**src/rtl/sram_arb_pkg.sv**
```systemverilog
// Shared types and constants for the two-requester SRAM access arbiter.
package sram_arb_pkg;

   localparam int SRAM_ADDR_W = 7;
   localparam int SRAM_DATA_W = 8;

   localparam logic REQ_I2C  = 1'b0;
   localparam logic REQ_HOST = 1'b1;

   typedef enum logic [1:0] {
      UNLOCKED = 2'd0,
      LOCK0    = 2'd1,
      LOCK1    = 2'd2
   } lock_state_e;

endpackage

```
**src/rtl/sram_access_arbiter_if.sv**
```systemverilog
// Requester-side beat/response bus of the SRAM arbiter; bit i / slice i belongs to requester i.
interface sram_req_if
   import sram_arb_pkg::*;
#(
   parameter int ADDR_W = SRAM_ADDR_W,
   parameter int DATA_W = SRAM_DATA_W
);
   logic [1:0]          req_valid;
   logic [1:0]          req_ready;
   logic [1:0]          req_write;
   logic [1:0]          req_lock;
   logic [2*ADDR_W-1:0] req_addr;
   logic [2*DATA_W-1:0] req_wdata;
   logic [1:0]          rsp_valid;
   logic [DATA_W-1:0]   rsp_rdata;

   modport master (
      output req_valid, req_write, req_lock, req_addr, req_wdata,
      input  req_ready, rsp_valid, rsp_rdata
   );

   modport slave (
      input  req_valid, req_write, req_lock, req_addr, req_wdata,
      output req_ready, rsp_valid, rsp_rdata
   );
endinterface

```
**src/rtl/sram_access_arbiter_arb_rr2.sv**
```systemverilog
// Two-input grant generator: round-robin by pointer, or fixed priority (requester 0 first)
// when SRAM_ARB_FIXED_PRIO_EN is defined, in which case the pointer input does not exist.
module arb_rr2 (
`ifndef SRAM_ARB_FIXED_PRIO_EN
   input  logic       ptr,
`endif
   input  logic [1:0] valid,
   output logic [1:0] grant
);
`ifdef SRAM_ARB_FIXED_PRIO_EN
   assign grant[0] = valid[0];
   assign grant[1] = valid[1] & ~valid[0];
`else
   // ptr names the requester that wins a tie
   assign grant[0] = valid[0] & (~valid[1] | ~ptr);
   assign grant[1] = valid[1] & (~valid[0] |  ptr);
`endif
endmodule

```
**src/rtl/sram_access_arbiter.sv**
```systemverilog
// Shares a single-port SRAM between I2C (req 0) and host (req 1) with burst locking.
// Build option: SRAM_ARB_FIXED_PRIO_EN selects fixed priority instead of round-robin.
module sram_access_arbiter
   import sram_arb_pkg::*;
#(
   parameter int ADDR_W    = SRAM_ADDR_W,
   parameter int DATA_W    = SRAM_DATA_W,
   parameter int MAX_BURST = 8
) (
   input  logic              clock,
   input  logic              reset,
   sram_req_if.slave         bus,
   output logic              mem_en,
   output logic              mem_re_weN,
   output logic [ADDR_W-1:0] mem_addr,
   output logic [DATA_W-1:0] mem_wdata,
   input  logic [DATA_W-1:0] mem_rdata
);
   localparam int               CNT_W    = $clog2(MAX_BURST + 1);
   localparam logic [CNT_W-1:0] CNT_ONE  = CNT_W'(1);
   localparam logic [CNT_W-1:0] CNT_LAST = CNT_W'(MAX_BURST - 1);

   lock_state_e      state, state_nxt;
   logic [CNT_W-1:0] burst_cnt, cnt_nxt;
   logic [1:0]       arb_gnt, ready, acc;
   logic             win, own;
   logic             cmd_id, rsp_rd;
   logic [1:0]       rsp_vld;

`ifdef SRAM_ARB_FIXED_PRIO_EN
   arb_rr2 u_arb (.valid(bus.req_valid), .grant(arb_gnt));
`else
   logic ptr;

   arb_rr2 u_arb (.ptr(ptr), .valid(bus.req_valid), .grant(arb_gnt));

   // Pointer always moves to the loser, which also covers the forced burst release
   always_ff @(posedge clock or posedge reset) begin
      if (reset)     ptr <= REQ_I2C;
      else if (|acc) ptr <= ~win;
   end
`endif

   always_ff @(posedge clock or posedge reset) begin
      if (reset) begin
         state     <= UNLOCKED;
         burst_cnt <= '0;
      end else begin
         state     <= state_nxt;
         burst_cnt <= cnt_nxt;
      end
   end

   always_comb begin
      state_nxt = state;
      cnt_nxt   = burst_cnt;
      ready     = 2'b00;
      own       = (state == LOCK1) ? REQ_HOST : REQ_I2C;
      case (state)
         UNLOCKED:     ready = arb_gnt;
         LOCK0, LOCK1: ready[own] = bus.req_valid[own];
         default:      ready = 2'b00;
      endcase
      if (reset) ready = 2'b00;
      acc = bus.req_valid & ready;
      win = acc[REQ_HOST] ? REQ_HOST : REQ_I2C;
      case (state)
         // MAX_BURST of 1 means a lock can never outlive its first beat
         UNLOCKED:
            if (|acc && bus.req_lock[win] && MAX_BURST > 1) begin
               state_nxt = (win == REQ_HOST) ? LOCK1 : LOCK0;
               cnt_nxt   = CNT_ONE;
            end
         LOCK0, LOCK1:
            if (!bus.req_valid[own] ||
                (acc[own] && (!bus.req_lock[own] || burst_cnt >= CNT_LAST))) begin
               state_nxt = UNLOCKED;
               cnt_nxt   = '0;
            end else if (acc[own]) begin
               cnt_nxt = burst_cnt + CNT_ONE;
            end
         default: begin
            state_nxt = UNLOCKED;
            cnt_nxt   = '0;
         end
      endcase
   end

   // Command register (N+1) and response register (N+2)
   always_ff @(posedge clock or posedge reset) begin
      if (reset) begin
         mem_en     <= 1'b0;
         mem_re_weN <= 1'b1;
         mem_addr   <= '0;
         mem_wdata  <= '0;
         cmd_id     <= REQ_I2C;
         rsp_vld    <= 2'b00;
         rsp_rd     <= 1'b0;
      end else begin
         mem_en <= |acc;
         if (|acc) begin
            mem_re_weN <= ~bus.req_write[win];
            mem_addr   <= win ? bus.req_addr[ADDR_W +: ADDR_W]  : bus.req_addr[0 +: ADDR_W];
            mem_wdata  <= win ? bus.req_wdata[DATA_W +: DATA_W] : bus.req_wdata[0 +: DATA_W];
            cmd_id     <= win;
         end
         rsp_vld <= mem_en ? (cmd_id ? 2'b10 : 2'b01) : 2'b00;
         rsp_rd  <= mem_re_weN;
      end
   end

   assign bus.req_ready = ready;
   assign bus.rsp_valid = rsp_vld;
   assign bus.rsp_rdata = (|rsp_vld && rsp_rd) ? mem_rdata : '0;
endmodule

```
**src/flat_wrapper.sv**
```systemverilog
// flat-port wrapper written by rule: the top's interface ports become plain ports
module sram_access_arbiter_flat import sram_arb_pkg::*;
#(
   parameter int ADDR_W    = SRAM_ADDR_W,
   parameter int DATA_W    = SRAM_DATA_W,
   parameter int MAX_BURST = 8
)
  (clock, reset, mem_en, mem_re_weN, mem_addr, mem_wdata, mem_rdata, bus_req_valid, bus_req_write, bus_req_lock, bus_req_addr, bus_req_wdata, bus_req_ready, bus_rsp_valid, bus_rsp_rdata);
  sram_req_if #(.ADDR_W(ADDR_W), .DATA_W(DATA_W)) bus_i ();
  input  logic clock;
  input  logic reset;
  output logic mem_en;
  output logic mem_re_weN;
  output logic [ADDR_W-1:0] mem_addr;
  output logic [DATA_W-1:0] mem_wdata;
  input  logic [DATA_W-1:0] mem_rdata;
  input wire logic [$bits(bus_i.req_valid)-1:0] bus_req_valid;
  input wire logic [$bits(bus_i.req_write)-1:0] bus_req_write;
  input wire logic [$bits(bus_i.req_lock)-1:0] bus_req_lock;
  input wire logic [$bits(bus_i.req_addr)-1:0] bus_req_addr;
  input wire logic [$bits(bus_i.req_wdata)-1:0] bus_req_wdata;
  output wire logic [$bits(bus_i.req_ready)-1:0] bus_req_ready;
  output wire logic [$bits(bus_i.rsp_valid)-1:0] bus_rsp_valid;
  output wire logic [$bits(bus_i.rsp_rdata)-1:0] bus_rsp_rdata;
  assign bus_i.req_valid = bus_req_valid;
  assign bus_i.req_write = bus_req_write;
  assign bus_i.req_lock = bus_req_lock;
  assign bus_i.req_addr = bus_req_addr;
  assign bus_i.req_wdata = bus_req_wdata;
  assign bus_req_ready = bus_i.req_ready;
  assign bus_rsp_valid = bus_i.rsp_valid;
  assign bus_rsp_rdata = bus_i.rsp_rdata;
  sram_access_arbiter #(.ADDR_W(ADDR_W), .DATA_W(DATA_W), .MAX_BURST(MAX_BURST)) u_core (.clock(clock), .reset(reset), .bus(bus_i), .mem_en(mem_en), .mem_re_weN(mem_re_weN), .mem_addr(mem_addr), .mem_wdata(mem_wdata), .mem_rdata(mem_rdata));
endmodule
```
**config.mk**
```make
export PLATFORM = sky130hd
export DESIGN_NAME = sram_access_arbiter_flat
export DESIGN_NICKNAME = d
export VERILOG_FILES = /design/src/rtl/sram_arb_pkg.sv /design/src/rtl/sram_access_arbiter_if.sv /design/src/rtl/sram_access_arbiter_arb_rr2.sv /design/src/rtl/sram_access_arbiter.sv /design/src/flat_wrapper.sv
export SDC_FILE = /design/constraint.sdc
export NUM_CORES = 1
export LEC_CHECK = 0
export ABC_AREA = 1
export CORE_ASPECT_RATIO = 0.5
export CORE_UTILIZATION = 44
export CTS_CLUSTER_SIZE = 8
export DETAILED_ROUTE_END_ITERATION = 10
export GPL_ROUTABILITY_DRIVEN = 0
export PLACE_DENSITY_LB_ADDON = 0.2
export REMOVE_ABC_BUFFERS = 1
export SLEW_MARGIN = 10
export SYNTH_ARGS = -nofsm -noshare
export SYNTH_HDL_FRONTEND = slang
export SYNTH_SLANG_ARGS = --single-unit
```
**constraint.sdc**
```tcl
create_clock -name clock -period 3.5 [get_ports clock]
set_input_delay 0.525 -clock clock [delete_from_list [all_inputs] [get_ports clock]]
set_output_delay 0.525 -clock clock [all_outputs]
set_load 0.05 [all_outputs]
```
==> After elaboration in Yosys (flattened, before gate mapping) <==
Cells that the tools add are included.
{ "totals": {"word_cells": 74, "register_bits": 28} }
{ "classes": {"reduce_logical": 14, "n_lt_le_gt_ge": 4, "n_eq_ne": 5, "addsub": 1, "muxes": 29, "bitwise_logic": 11} }
{ "op_table": {"columns": ["op", "n"], "rows": [
  ["2-to-1 mux 8 bit", 2],
  ["2-to-1 mux 1 bit", 13],
  ["2-to-1 mux 2 bit", 6],
  ["2-to-1 mux 4 bit", 3],
  ["case mux 2 bit (2 select lines)", 2],
  ["case mux 4 bit (2 select lines)", 1],
  ["2-to-1 mux 7 bit", 1],
  ["OR reduction 2 bit", 3],
  ["NOT 1 bit", 5],
  ["adder 4 x 1 -> 4 bit, second input constant", 1],
  ["bitwise AND 2 bit", 2],
  ["greater-or-equal comparator 4 x 3 -> 1 bit, second input constant", 1],
  ["logical AND 1 bit", 4],
  ["< comparator 1 x 2 -> 1 bit, second input constant", 2],
  ["!= test 2 x 1 -> 1 bit, second input constant", 2],
  ["AND reduction 2 bit", 2],
  ["!= test 3 x 1 -> 1 bit, second input constant", 1],
  ["bitwise AND 1 bit", 2],
  ["== test 2 x 1 -> 1 bit, second input constant", 1],
  ["== test 2 bit, second input constant", 1],
  ["zero test 1 bit", 2],
  ["zero test 2 bit", 1],
  ["logical OR 1 bit", 2],
  ["OR 1 bit", 2],
  ["other kinds (2)", 2]
]} }

==> Depth between registers and ports, before layout <==
{ "depth": {"ltp_word": 16, "mapped_depth": 15} }

==> Modules after synthesis <==
Synthesis repeated with hierarchy kept, for this count alone.
{ "unflattened": {"cells_unflattened": 206, "area_unflattened_um2": 1517.7} }
{ "by_module_without_submodules": {"columns": ["module", "area_each_um2", "instances", "cells_each"], "rows": [
  ["sram_access_arbiter", 1497.7, 1, 201],
  ["arb_rr2", 20.0, 1, 5]
]} }

==> Least setup slack after synthesis <==
Ideal clock, no wire load.
{ "synth_path": {"kind": "flip-flop to output port", "startpoint": "register u_core.state[1]", "endpoint": "output bus_req_ready[0]", "required_ns": 2.975, "arrival_time_ns": 1.650, "setup_slack_ns": 1.325, "stages_incl_launch_ff": 9, "path_cell_list": "dfrtp_1 -> inv_1 -> ha_1 -> inv_1 -> nor2_1 -> nand2_1 -> nand2_2 -> nand2_1 -> nor2_1"} }
{ "synth_between": {"elab_chain_cells": 9} }
{ "synth_lines": {"columns": ["element", "line", "source"], "rows": [
  ["start, declared", "sram_access_arbiter.sv:23", "lock_state_e state, state_nxt;"],
  ["start signal, assigned", "sram_access_arbiter.sv:49", "state <= state_nxt;"],
  ["== test 2 bit", "sram_access_arbiter.sv:58, sram_access_arbiter.sv:59", null],
  ["2-to-1 mux 1 bit", "sram_access_arbiter.sv:58", "own = (state == LOCK1) ? REQ_HOST : REQ_I2C;"],
  ["< comparator 1 x 2 -> 1 bit (implied by the code) or greater-or-equal comparator 1 bit (tied branches)", "sram_access_arbiter.sv:61", "LOCK0, LOCK1: ready[own] = bus.req_valid[own];"],
  ["logical AND 1 bit (implied by the code)", "sram_access_arbiter.sv:61", null],
  ["2-to-1 mux 1 bit (implied by the code)", "sram_access_arbiter.sv:61", null],
  ["demux 1 bit (select 1 bit)", null, null],
  ["bitwise AND 2 bit (no source line)", null, null],
  ["case mux 2 bit (2 select lines) *", "sram_access_arbiter.sv:59", "case (state)"],
  ["2-to-1 mux 2 bit *", "sram_access_arbiter.sv:64", "if (reset) ready = 2'b00;"],
  ["end, declared", "flat_wrapper.sv:22", "output wire logic [$bits(bus_i.req_ready)-1:0] bus_req_ready;"]
]} }
Mark *: on every way between the ends. The rest lies on a longest branch, timed or not. The select of a mux whose other input is x is not followed.

==> Worst setup path after layout <==
{ "layout_path": {"startpoint": "register u_core.state[0]", "endpoint": "output bus_req_ready[1]"} }
Same word-level chain as after synthesis.

==> metrics <==
vias in the first global route=1,452; commonest cells in the netlist=64 x nand2_1, 29 x nand3_1, 27 x dfrtp_1, 23 x inv_1, 18 x nor2_1; Leak=1.14 nW; Hold Path Class=register to register; Inserted Diodes=0; Synth area leader=dfrtp_1; synth top area cells=dfrtp_1 42%, nand2_1 15%, nand3_1 9.1%; Setup TNS Final=0 ns; Post-Syn Area per Cell=7.76 µm²; hold buffers post-CTS=0; first-pass GRT wire length=6180 µm; YS warnings=0; count leader, synth=nand2_1; clk_lat worst skew=0.28 ns; row count=15; Final Hold Viols=0; CTS tree=built; share of the yosys chip area belonging to registers=0.441; Async S/R FF share, synth=1.00; CTS Buf Count=3; largest net degree at the start of global routing=29; Die W=87.1 µm; H-tree levels=1; Post-DRT Antenna Nets=0; Core ar.=3450 µm²; post-DR wirelength/cell=11.7 µm; Slew Limit Fails=0; CP max stage delay=0.82 ns; gr usage total=0.210; IO Port Bufs=74; pwr/cell area=913 nW/µm²; family with the most delay on the worst path=buffers and inverters; Crit Path Class=register to output pin; Via Count=1,559; clock skew=0.00438 ns; clk root buf=clkbuf_8; Synth cell types=24; synthesized instance count=205; WL final=3840 µm; max cap viols=0; Clock Tree Buf Depth=2; RSZ-0062 raised after global routing=no; worst endpoint required time=2.97 ns; # setup viols final=0; Final Cycle Share=0.914; VDD IR-drop max=0.508 mV; post-route cell area=2420 µm²; detailed-route vias per instance=4.75; Post-synth EDFFs=0; crit path DAT=2.67 ns; area post-placement=2350 µm²; CP Capture Type=output pin; initial core utilization=0.461; CP Launch Type=register; Die Y=44.5 µm; nets@finish=329; postcts setup bufs=0; status=completed; Clk pin slew, worst setup/hold paths=0.10 ns; DR pass1 iterations=4; Num Clock Sinks=28; fmax=313 MHz; post-cts resize count=0; drt first-iter violations=27; initial antenna violation count=0; Crit-path slowest cell=clkdlybuf4s50_1; crit-path cells=inv_1, ha_1, nand2_1, inv_1, nand2_2, nand2_4, nand2_4, inv_6, clkdlybuf4s50_1; Buffers & Inverters on Critical Path=4; Area growth syn-to-layout=52.2%; DIE AREA=3880 µm²; grt total ovfl=0; Yosys top cell area share=0.425; Period minus WS final=3.20 ns; Post-synth top flop=dfrtp_1; layout cell share with drive strength beyond 1=0.0722; Post-DP HPWL=2940 µm; Rel. slew slack=0.299; Worst-Margin Slew=1.05 ns; register bit total from synthesis=28; Syn Std Cell Area=1590 µm²; Post-route DRC=0; I/O pins=75; crit-path max FO=21
==> per-stage QoR <==
| stage | hold WS (ns) | cells | util | power [mW] | setup slack, ns |
|---|---|---|---|---|---|
| floorplan | 0.425 | 199 | - | 1.53 | 1.33 |
| global placement | 0.405 | 324 | 0.681 | 1.93 | 0.483 |
| detailed placement | 0.411 | 324 | 0.681 | 1.97 | 0.435 |
| CTS | 0.424 | 328 | 0.701 | 2.23 | 0.310 |
| global route | 0.428 | 328 | 0.701 | 2.35 | 0.157 |
| finish | 0.425 | 328 | 0.701 | 2.21 | 0.302 |
==> layer usage <==
layer	GRT usage	routed length, µm	vias to the layer above
met3	0.0634	258	6
met1	0.223	1630	725
met4	0.0367	24	0
met2	0.424	1930	47
met5	0	0	-
li1	-	-	781
==> cell usage in the layout, fill, tap and decap left out, types with 3 or more instances in the layout <==
master / count
dfrtp_1: 27
nand2_4: 6
clkdlybuf4s50_1: 74
clkbuf_8: 3
a31oi_1: 3
nand2_2: 4
inv_1: 23
a21oi_1: 3
nor2_1: 18
ha_1: 5
nand2_1: 64
nand3_1: 29
o21ai_1: 7
==> sequential cells by signal, summed over array words and instances, names as in the netlist <==
register / cells
u_core.mem_re_weN: 1
u_core.rsp_rd: 1
u_core.mem_wdata: 8
u_core.ptr: 1
u_core.burst_cnt: 4
u_core.cmd_id: 1
u_core.mem_addr: 7
u_core.mem_en: 1
u_core.state: 2
u_core.bus.rsp_valid: 2
==> final cells by class <==
class | count | area, µm²
Clock buffer | 3 | 41.3
Clock inverter | 1 | 30.0
Fill cell | 280 | 1030
Inverter | 25 | 98.8
Multi-Input combinational cell | 146 | 746
Sequential cell | 28 | 702
Tap cell | 51 | 63.8
Timing Repair Buffer | 74 | 741
==> path summary, 6_finish.rpt <==
kind                       cells after the start             endpoint  slack, ns               from
setup / recovery                               9     bus_req_ready[1]       0.30    u_core.state[0]
hold / removal                                 0        u_core.rsp_rd       0.43  u_core.mem_re_weN
setup reg to reg                              13      u_core.state[1]       1.31    u_core.state[0]
hold reg to reg                                0        u_core.rsp_rd       0.43  u_core.mem_re_weN
max in group asynchronous                      2  u_core.mem_wdata[3]       1.99              reset
min in group asynchronous                      2  u_core.burst_cnt[3]       0.88              reset
==> kinds of logic after synthesis <==
logic type	Yosys count	share of synthesized area
buffers and inverters	31	0.0904
AOI/OAI and AO/OA	13	0.0432
and+or+nand+nor	126	0.375
xor gates and xnor gates	2	0.0110
DFF	28	0.441
adders and majority gates	5	0.0393
==> power breakdown <==
group          leakage (nW)  internal (mW)  switching [mW]
Clock                0.0357          0.153           0.102
Combinational         0.757          0.463           0.921
Sequential            0.343          0.476          0.0958
Total                  1.14           1.09            1.12
(Power assumes the default switching activity.)
